`src/rtl/traffic_pkg.sv`:
```
// traffic_pkg: shared types and constants for the four-way traffic light controller.
//   state_t     - controller phases, ALL_RED followed by green/yellow per approach
//   LAMP_*      - one-hot lamp encodings {red,yellow,green}
//   next_phase  - fixed round-robin successor of a phase
package traffic_pkg;

   typedef enum logic [3:0] {
      ALL_RED,
      N_GRN,
      N_YEL,
      S_GRN,
      S_YEL,
      E_GRN,
      E_YEL,
      W_GRN,
      W_YEL
   } state_t;

   localparam logic [2:0] LAMP_RED = 3'b100;
   localparam logic [2:0] LAMP_YEL = 3'b010;
   localparam logic [2:0] LAMP_GRN = 3'b001;

   function automatic state_t next_phase(input state_t s);
      state_t n;
      case (s)
         ALL_RED: n = N_GRN;
         N_GRN:   n = N_YEL;
         N_YEL:   n = S_GRN;
         S_GRN:   n = S_YEL;
         S_YEL:   n = E_GRN;
         E_GRN:   n = E_YEL;
         E_YEL:   n = W_GRN;
         W_GRN:   n = W_YEL;
         W_YEL:   n = N_GRN;
         default: n = ALL_RED;
      endcase
      return n;
   endfunction

endpackage

```
`src/rtl/clk_divider.sv`:
```
// clk_divider: divides clk by 2*DIV_HALF into a 50% duty clk_out and emits a
// one-clk tick pulse on the clk cycle whose edge makes clk_out rise.
//   clk     in   system clock
//   rst_a   in   asynchronous active-high reset (cnt=0, clk_out=0)
//   clk_out out  divided clock
//   tick    out  1-clk pulse, high when the next clk edge raises clk_out
module clk_divider #(
   parameter int unsigned DIV_HALF = 4
) (
   input  logic clk,
   input  logic rst_a,
   output logic clk_out,
   output logic tick
);

   localparam int unsigned CW = (DIV_HALF > 1) ? $clog2(DIV_HALF) : 1;
   localparam logic [CW-1:0] CNT_MAX = CW'(DIV_HALF - 1);

   logic [CW-1:0] cnt;

   always_ff @(posedge clk or posedge rst_a) begin
      if (rst_a) begin
         cnt     <= '0;
         clk_out <= 1'b0;
      end else if (cnt == CNT_MAX) begin
         cnt     <= '0;
         clk_out <= ~clk_out;
      end else begin
         cnt <= cnt + CW'(1);
      end
   end

   assign tick = (cnt == CNT_MAX) && !clk_out;

endmodule

```
`src/rtl/traffic_light_controller.sv`:
```
// traffic_light_controller: four-way intersection controller granting green to
// one approach at a time in order N->S->E->W, with a yellow phase after each
// green. Phase timing is counted in rising edges of the divided clock clk_out.
//   n_lights/s_lights/e_lights/w_lights  out  registered one-hot lamps {red,yellow,green}
//   clk                                  in   system clock
//   rst_a                                in   asynchronous active-high reset
//   clk_out                              out  divided clock (period 2*DIV_HALF clk)
module traffic_light_controller
   import traffic_pkg::*;
#(
   parameter int unsigned DIV_HALF     = 4,
   parameter int unsigned GREEN_TICKS  = 6,
   parameter int unsigned YELLOW_TICKS = 2
) (
   output logic [2:0] n_lights,
   output logic [2:0] s_lights,
   output logic [2:0] e_lights,
   output logic [2:0] w_lights,
   input  logic       clk,
   input  logic       rst_a,
   output logic       clk_out
);

   localparam int unsigned MAX_TICKS = (GREEN_TICKS > YELLOW_TICKS) ? GREEN_TICKS : YELLOW_TICKS;
   localparam int unsigned TW        = $clog2(MAX_TICKS + 1);

   state_t        state_q, state_d;
   logic [TW-1:0] timer_q, timer_d;
   logic [TW-1:0] timer_last;
   logic [2:0]    n_d, s_d, e_d, w_d;
   logic          tick;

   clk_divider #(
      .DIV_HALF (DIV_HALF)
   ) u_div (
      .clk     (clk),
      .rst_a   (rst_a),
      .clk_out (clk_out),
      .tick    (tick)
   );

   always_ff @(posedge clk or posedge rst_a) begin
      if (rst_a) begin
         state_q  <= ALL_RED;
         timer_q  <= '0;
         n_lights <= LAMP_RED;
         s_lights <= LAMP_RED;
         e_lights <= LAMP_RED;
         w_lights <= LAMP_RED;
      end else begin
         state_q  <= state_d;
         timer_q  <= timer_d;
         n_lights <= n_d;
         s_lights <= s_d;
         e_lights <= e_d;
         w_lights <= w_d;
      end
   end

   always_comb begin
      timer_last = '0;
      state_d    = state_q;
      timer_d    = timer_q;
      n_d        = LAMP_RED;
      s_d        = LAMP_RED;
      e_d        = LAMP_RED;
      w_d        = LAMP_RED;

      case (state_q)
         N_GRN, S_GRN, E_GRN, W_GRN: timer_last = TW'(GREEN_TICKS - 1);
         N_YEL, S_YEL, E_YEL, W_YEL: timer_last = TW'(YELLOW_TICKS - 1);
         default:                    timer_last = '0;
      endcase

      if (tick) begin
         if (timer_q == timer_last) begin
            state_d = next_phase(state_q);
            timer_d = '0;
         end else begin
            timer_d = timer_q + TW'(1);
         end
      end

      // Lamps are decoded from the next state so they register on the same edge
      // as the state itself.
      case (state_d)
         N_GRN:   n_d = LAMP_GRN;
         N_YEL:   n_d = LAMP_YEL;
         S_GRN:   s_d = LAMP_GRN;
         S_YEL:   s_d = LAMP_YEL;
         E_GRN:   e_d = LAMP_GRN;
         E_YEL:   e_d = LAMP_YEL;
         W_GRN:   w_d = LAMP_GRN;
         W_YEL:   w_d = LAMP_YEL;
         default: ;
      endcase
   end

endmodule

```
`config.mk`:
```
export PLATFORM = sky130hd
export DESIGN_NAME = traffic_light_controller
export DESIGN_NICKNAME = d
export VERILOG_FILES = /design/src/rtl/traffic_pkg.sv /design/src/rtl/clk_divider.sv /design/src/rtl/traffic_light_controller.sv
export SDC_FILE = /design/constraint.sdc
export NUM_CORES = 1
export LEC_CHECK = 0
export CAP_MARGIN = 20
export CORE_MARGIN = 3
export CORE_UTILIZATION = 30
export DETAILED_ROUTE_END_ITERATION = 7
export SLEW_MARGIN = 40
export SYNTH_ARGS = -nofsm -noshare
export SYNTH_HDL_FRONTEND = slang
export SYNTH_SLANG_ARGS = --single-unit
```
`constraint.sdc`:
```
create_clock -name clk -period 4.1 [get_ports clk]
set_input_delay 0.82 -clock clk [delete_from_list [all_inputs] [get_ports clk]]
set_output_delay 0.82 -clock clk [all_outputs]
set_load 0.02 [all_outputs]
```
## After elaboration in Yosys (flattened, before gate mapping)

Memories as Yosys holds them, arrays and structs flattened.
Cells that the tools add are included.

- Divide/modulo/power cells: 0
- Shift-type cells: 0
- $add $sub $neg: 2
- Equality and inequality tests: 10
- $mul: 0
- Magnitude comparators: 0
- Reduce and logical (&&, ||, !) cells: 2
- Muxes and demuxes: 8
- Bitwise gates (word level): 1

Operators by type and width:

| operator | number |
|---|---|
| case mux 3 bit (2 select lines) | 4 |
| equality test 4 x 3 -> 1 bit (second input constant) | 4 |
| equality test 4 x 2 -> 1 bit (second input constant) | 2 |
| 2-to-1 mux 4 bit | 2 |
| equality test 4 x 1 -> 1 bit (second input constant) | 1 |
| equality test 4 bit (second input constant) | 1 |
| adder 3 x 1 -> 3 bit (second input constant) | 1 |
| equality test 3 bit | 1 |
| 2-to-1 mux 3 bit | 1 |
| adder 2 x 1 -> 2 bit (second input constant) | 1 |
| equality test 2 bit (second input constant) | 1 |
| 2-to-1 mux 2 bit | 1 |
| logical AND 1 bit | 1 |
| logical NOT 1 bit | 1 |
| inverter 1 bit | 1 |

- Output and inout bits: 13
- Input port bits: 2
- Memories kept: 2
- Word-level logic and storage cells: 33
- Bits in latches: 0
- Flip-flop bits (word level): 22
- Memory bits (read-only): 96
- Bits in writable memories: 0

Memories:

| memory | words | bits a word | read ports | clocked after Yosys merged registers in | wr ports | line | text |
|---|---|---|---|---|---|---|---|
| (no name shown) | 16 | 4 | 1 | 0 | 0 | traffic_pkg.sv:25 | `case (s)` |
| (no name shown) | 16 | 2 | 1 | 0 | 0 | traffic_light_controller.sv:69 | `case (state_q)` |

## Depth between registers and ports, before layout

An unclocked memory read counts as a cell.

- Word-level depth: 6
- Mapped depth: 9

## By module

A second synthesis with hierarchy kept.

- Cell total of the unflattened synthesis: 109
- Area total of the unflattened synthesis: 1186.1 um2

By module, submodules not included:

| module | area each (um2) | cells each | times used |
|---|---|---|---|
| traffic_light_controller | 1073.5 | 101 | 1 |
| clk_divider | 112.6 | 8 | 1 |

## Worst setup path before layout

No wires, ideal clock.

- Path type: flip-flop to flip-flop
- Start: register state_q[0]
- End: register e_lights[2]
- Library setup time: 0.066 ns
- Clock period less this slack: 1.977 ns
- Arrival: 1.911 ns
- Setup slack: 2.123 ns
- Data required time: 4.034 ns
- Path buffers: 0
- Stages on the path, launching flop included: 9
- Cells stage by stage: dfrtp_1 inv_1 ha_1 nor2b_1 maj3_1 nand3_1 a32o_1 or3_1 nand3b_1

- Word-level cells in the longest chain between the ends: 6
- Elaborated cells on any way between the ends: 8
- Classes of those cells: eq/ne (3); mux (3); memory (2)

RTL lines:

| element | line | text |
|---|---|---|
| start, declared | traffic_light_controller.sv:27 | `state_t state_q, state_d;` |
| start signal, assigned | traffic_light_controller.sv:51 | `state_q <= state_d;` |
| memory (16 x 2 bit) | n/a |  |
| equality test 3 bit | traffic_light_controller.sv:76 | `if (timer_q == timer_last) begin` |
| 2-to-1 mux 4 bit | traffic_light_controller.sv:76 |  |
| 2-to-1 mux 4 bit (*) | traffic_light_controller.sv:75 | `if (tick) begin` |
| equality test 4 x 3 -> 1 bit | traffic_light_controller.sv:86 | `case (state_d)` |
| case mux 3 bit (2 select lines) (*) | traffic_light_controller.sv:86 |  |
| named net e_d[2] | traffic_light_controller.sv:30 | `logic [2:0] n_d, s_d, e_d, w_d;` |
| end signal, assigned | traffic_light_controller.sv:48 | `e_lights <= LAMP_RED;` |
| end signal, assigned | traffic_light_controller.sv:55 | `e_lights <= e_d;` |
| end, declared | traffic_light_controller.sv:17 | `output logic [2:0] e_lights,` |

The timed path passes the listed nets; every way through them passes the cells marked *.
A chain may end at the register's enable or synchronous reset.

## Final worst setup path

- Start: register state_q[0]
- End: register w_lights[1]

- Word-level cells in the longest chain between the ends: 6
- Elaborated cells on any way between the ends: 8
- Classes of those cells: eq/ne (3); mux (3); memory (2)

RTL lines:

| element | line | text |
|---|---|---|
| memory (16 x 2 bit) | n/a |  |
| equality test 3 bit | traffic_light_controller.sv:76 |  |
| 2-to-1 mux 4 bit | traffic_light_controller.sv:76 |  |
| 2-to-1 mux 4 bit (*) | traffic_light_controller.sv:75 |  |
| equality test 4 bit or equality test 4 x 3 -> 1 bit (tied branches) | traffic_light_controller.sv:86 |  |
| case mux 3 bit (2 select lines) (*) | traffic_light_controller.sv:86 |  |
| named net w_d[1] | traffic_light_controller.sv:30 |  |
| end signal, assigned | traffic_light_controller.sv:56 | `w_lights <= w_d;` |
| end, declared | traffic_light_controller.sv:18 | `output logic [2:0] w_lights,` |

Marked as above.

==> metrics <==
drt drc 0; # clock sinks 22; Worst Max-Slew Pin Slew 0.478 ns; Static Leak 0.612 nW; DR pass1 iterations 4; Critical R2R Launch state_q[0]; Root Buffer clkbuf_8; Worst EP required 4.28 ns; sequential cell area 556 um2; top-count cell post-synth dfrtp_1; met2 usage 17.7%; DR iter-0 viols 26; All-Layer GR Usage 10.9%; critical path capture point w_lights[1]; setup TNS 0 ns; Area Growth Syn to Fin 20.0%; final slew viol count 0; Rel. slew slack 67.5%; PwrDens 271 nW/um2; # Post-CTS Setup Buffers 0; remaining global-route overflow 0; Max Cap Viol 0; via count of the routed design 835; #FFs+latches synth 22; Die Ht 68.0 um; total CTS buffers 3; filler instances 348; r2r setup slk 1.74 ns; Yosys cell types 39; Synth warnings 0; CTS Hold Buffers Added 0; top_reg_cell synth dfrtp_1; post-route antenna net violation count 0; Avg Cell Area, Syn 10.8 um2; kind of critical path reg2reg; Die ar. 4630 um2; CP startpoint kind flip-flop; post-route clock period utilization 57.6%; Max Clk Rate 423 MHz; Hold Slack 0.431 ns; share of layout cells above drive strength 1 16.3%; vias in the first global route 823; Final Hold Viols 0; met3 GRT Util 1.81%; ant diodes 0; status finished, final reports clean; io pins 15; clk_skew 0.00522 ns; worst vdd ir 0.000242 V; Layout Cells excl Fill 169; RePlAce Congestion 0.944; Hold Path Class reg2reg; largest net degree at the start of global routing 23; Yosys top cell area share 39.0%; multi-input logic area 542 um2; HPWL after DPL 1650 um; Worst Reg2Reg Path Length in Cells 8; Post-Syn Nets 114; clock transition at the registers of the reported paths 0.08 ns; global-route wire length before repair 3790 um; WL per Instance 13.1 um; critical path arrival 2.54 ns; vias per std cell 4.94; initial antenna violation count 0; H-tree levels 1; top cells by count, synth dfrtp_1, nor2_1, inv_1; Synth async-reset ratio 100%; Core ar. 3520 um2; post-synthesis instance area 1150 um2; area leader, netlist dfrtp_1; row cnt 21; sequential share of the synthesized area 48.2%; RSZ-0062 raised after global routing no; Tmin final 2.36 ns; final wirelength 2210 um; Max clock buf depth 2; Inst Count DP 165; post-CTS sizing 0; CTS tree yes; Clock Latency Late Sink 0.26 ns; Setup Viol. Count Final 0; Top Usage Layer GRT met2; Initial Util 32.8%; RR Endpoint w_lights[1]; CP Max Fanout 9; GR Layer Usage met1 14.1%; Final nets 131; Mapped Cells 107; Area contributors post-synth dfrtp_1, dfstp_2, ha_1, nor2b_1, o21ai_0; CP startpoint state_q[0]; crit path capture type flip-flop; Die W 68.0 um; Post-synth EDFFs 0; I/O Buffers 14
[sequential cells by signal, indices dropped and copies added, names as in the netlist]
signal / count
e_lights: 3
u_div.cnt: 2
timer_q: 3
state_q: 4
w_lights: 3
u_div.clk_out: 1
s_lights: 3
n_lights: 3
[worst max-delay path: stages (launching register included)]
cell and delay, ns:
dfrtp_1 0.43, inv_1 0.15, ha_1 0.17, nand2b_1 0.13, xnor2_2 0.20, nor3_4 0.27
mux2i_2 0.50, o21ai_1 0.23, nor3_1 0.19
[worst min path at each step]
stage | startpoint | endpoint | slack [ns] | cells after the start
CTS | u_div.cnt[0] | u_div.cnt[0] | 0.43 | 1
floorplan | u_div.cnt[0] | u_div.cnt[0] | 0.40 | 1
finish | u_div.cnt[0] | u_div.cnt[0] | 0.43 | 1
global placement | u_div.cnt[0] | u_div.cnt[0] | 0.41 | 1
global route | u_div.cnt[0] | u_div.cnt[0] | 0.45 | 1
detailed placement | u_div.cnt[0] | u_div.cnt[0] | 0.42 | 1
[routing by layer]
| metal | up-vias | wire [um] |
|---|---|---|
| met3 | 5 | 95 |
| met1 | 410 | 998 |
| met4 | 0 | 38 |
| met5 | - | 0 |
| li1 | 400 | - |
| met2 | 20 | 1080 |
[cell usage in the layout, fill, tap and decap left out, types with 2 or more instances in the layout]
cell type | netlist | layout
clkbuf_8 | 0 | 4
clkdlybuf4s50_1 | 0 | 14
dfrtp_1 | 18 | 18
dfstp_2 | 4 | 4
ha_1 | 5 | 5
inv_1 | 8 | 7
inv_2 | 1 | 2
mux2i_2 | 2 | 2
nand2_1 | 5 | 5
nand2b_1 | 3 | 3
nand3_1 | 3 | 3
nor2_1 | 9 | 9
nor2b_1 | 7 | 7
nor3_1 | 4 | 4
nor4_1 | 2 | 2
o211a_1 | 2 | 2
o21ai_0 | 7 | 7
o21ai_1 | 3 | 3
[logic make-up after synthesis]
group	share of synthesized area (%)
AND/OR/NAND/NOR	20.4
flip-flops	48.2
AO/OA/AOI/OAI	11.6
buffers and inverters	4.88
adder cells (fa/ha/maj)	6.29
XOR/XNOR	5.32
multiplexers	3.36
[where the power goes]
part | total (mW) | switching, mW | internal, mW
clock network | 0.153 | 0.0673 | 0.0855
logic | 0.00501 | 0.00409 | 0.000926
registers | 0.217 | 0 | 0.217
[cell type report]
class	count	area share [%]
well taps	46	4.16
multi-input cells	74	39.2
inverters	9	2.44
repair buffers	14	10.1
flip-flops and latches	22	40.1
clock buffers	4	3.98
[per-stage QoR]
stage / setup WS (ns) / total power [mW] / instance area [um2] / utilization (%)
after floorplan: 2.12 / 0.224 / 1150 / -
after global placement: 1.79 / 0.226 / 1330 / 37.7
after detailed placement: 1.77 / 0.227 / 1330 / 37.7
after CTS: 1.73 / 0.380 / 1380 / 39.3
after global routing: 1.48 / 0.393 / 1380 / 39.3
final: 1.74 / 0.375 / 1380 / 39.3
Note: power is estimated with default switching activity, not from simulation.
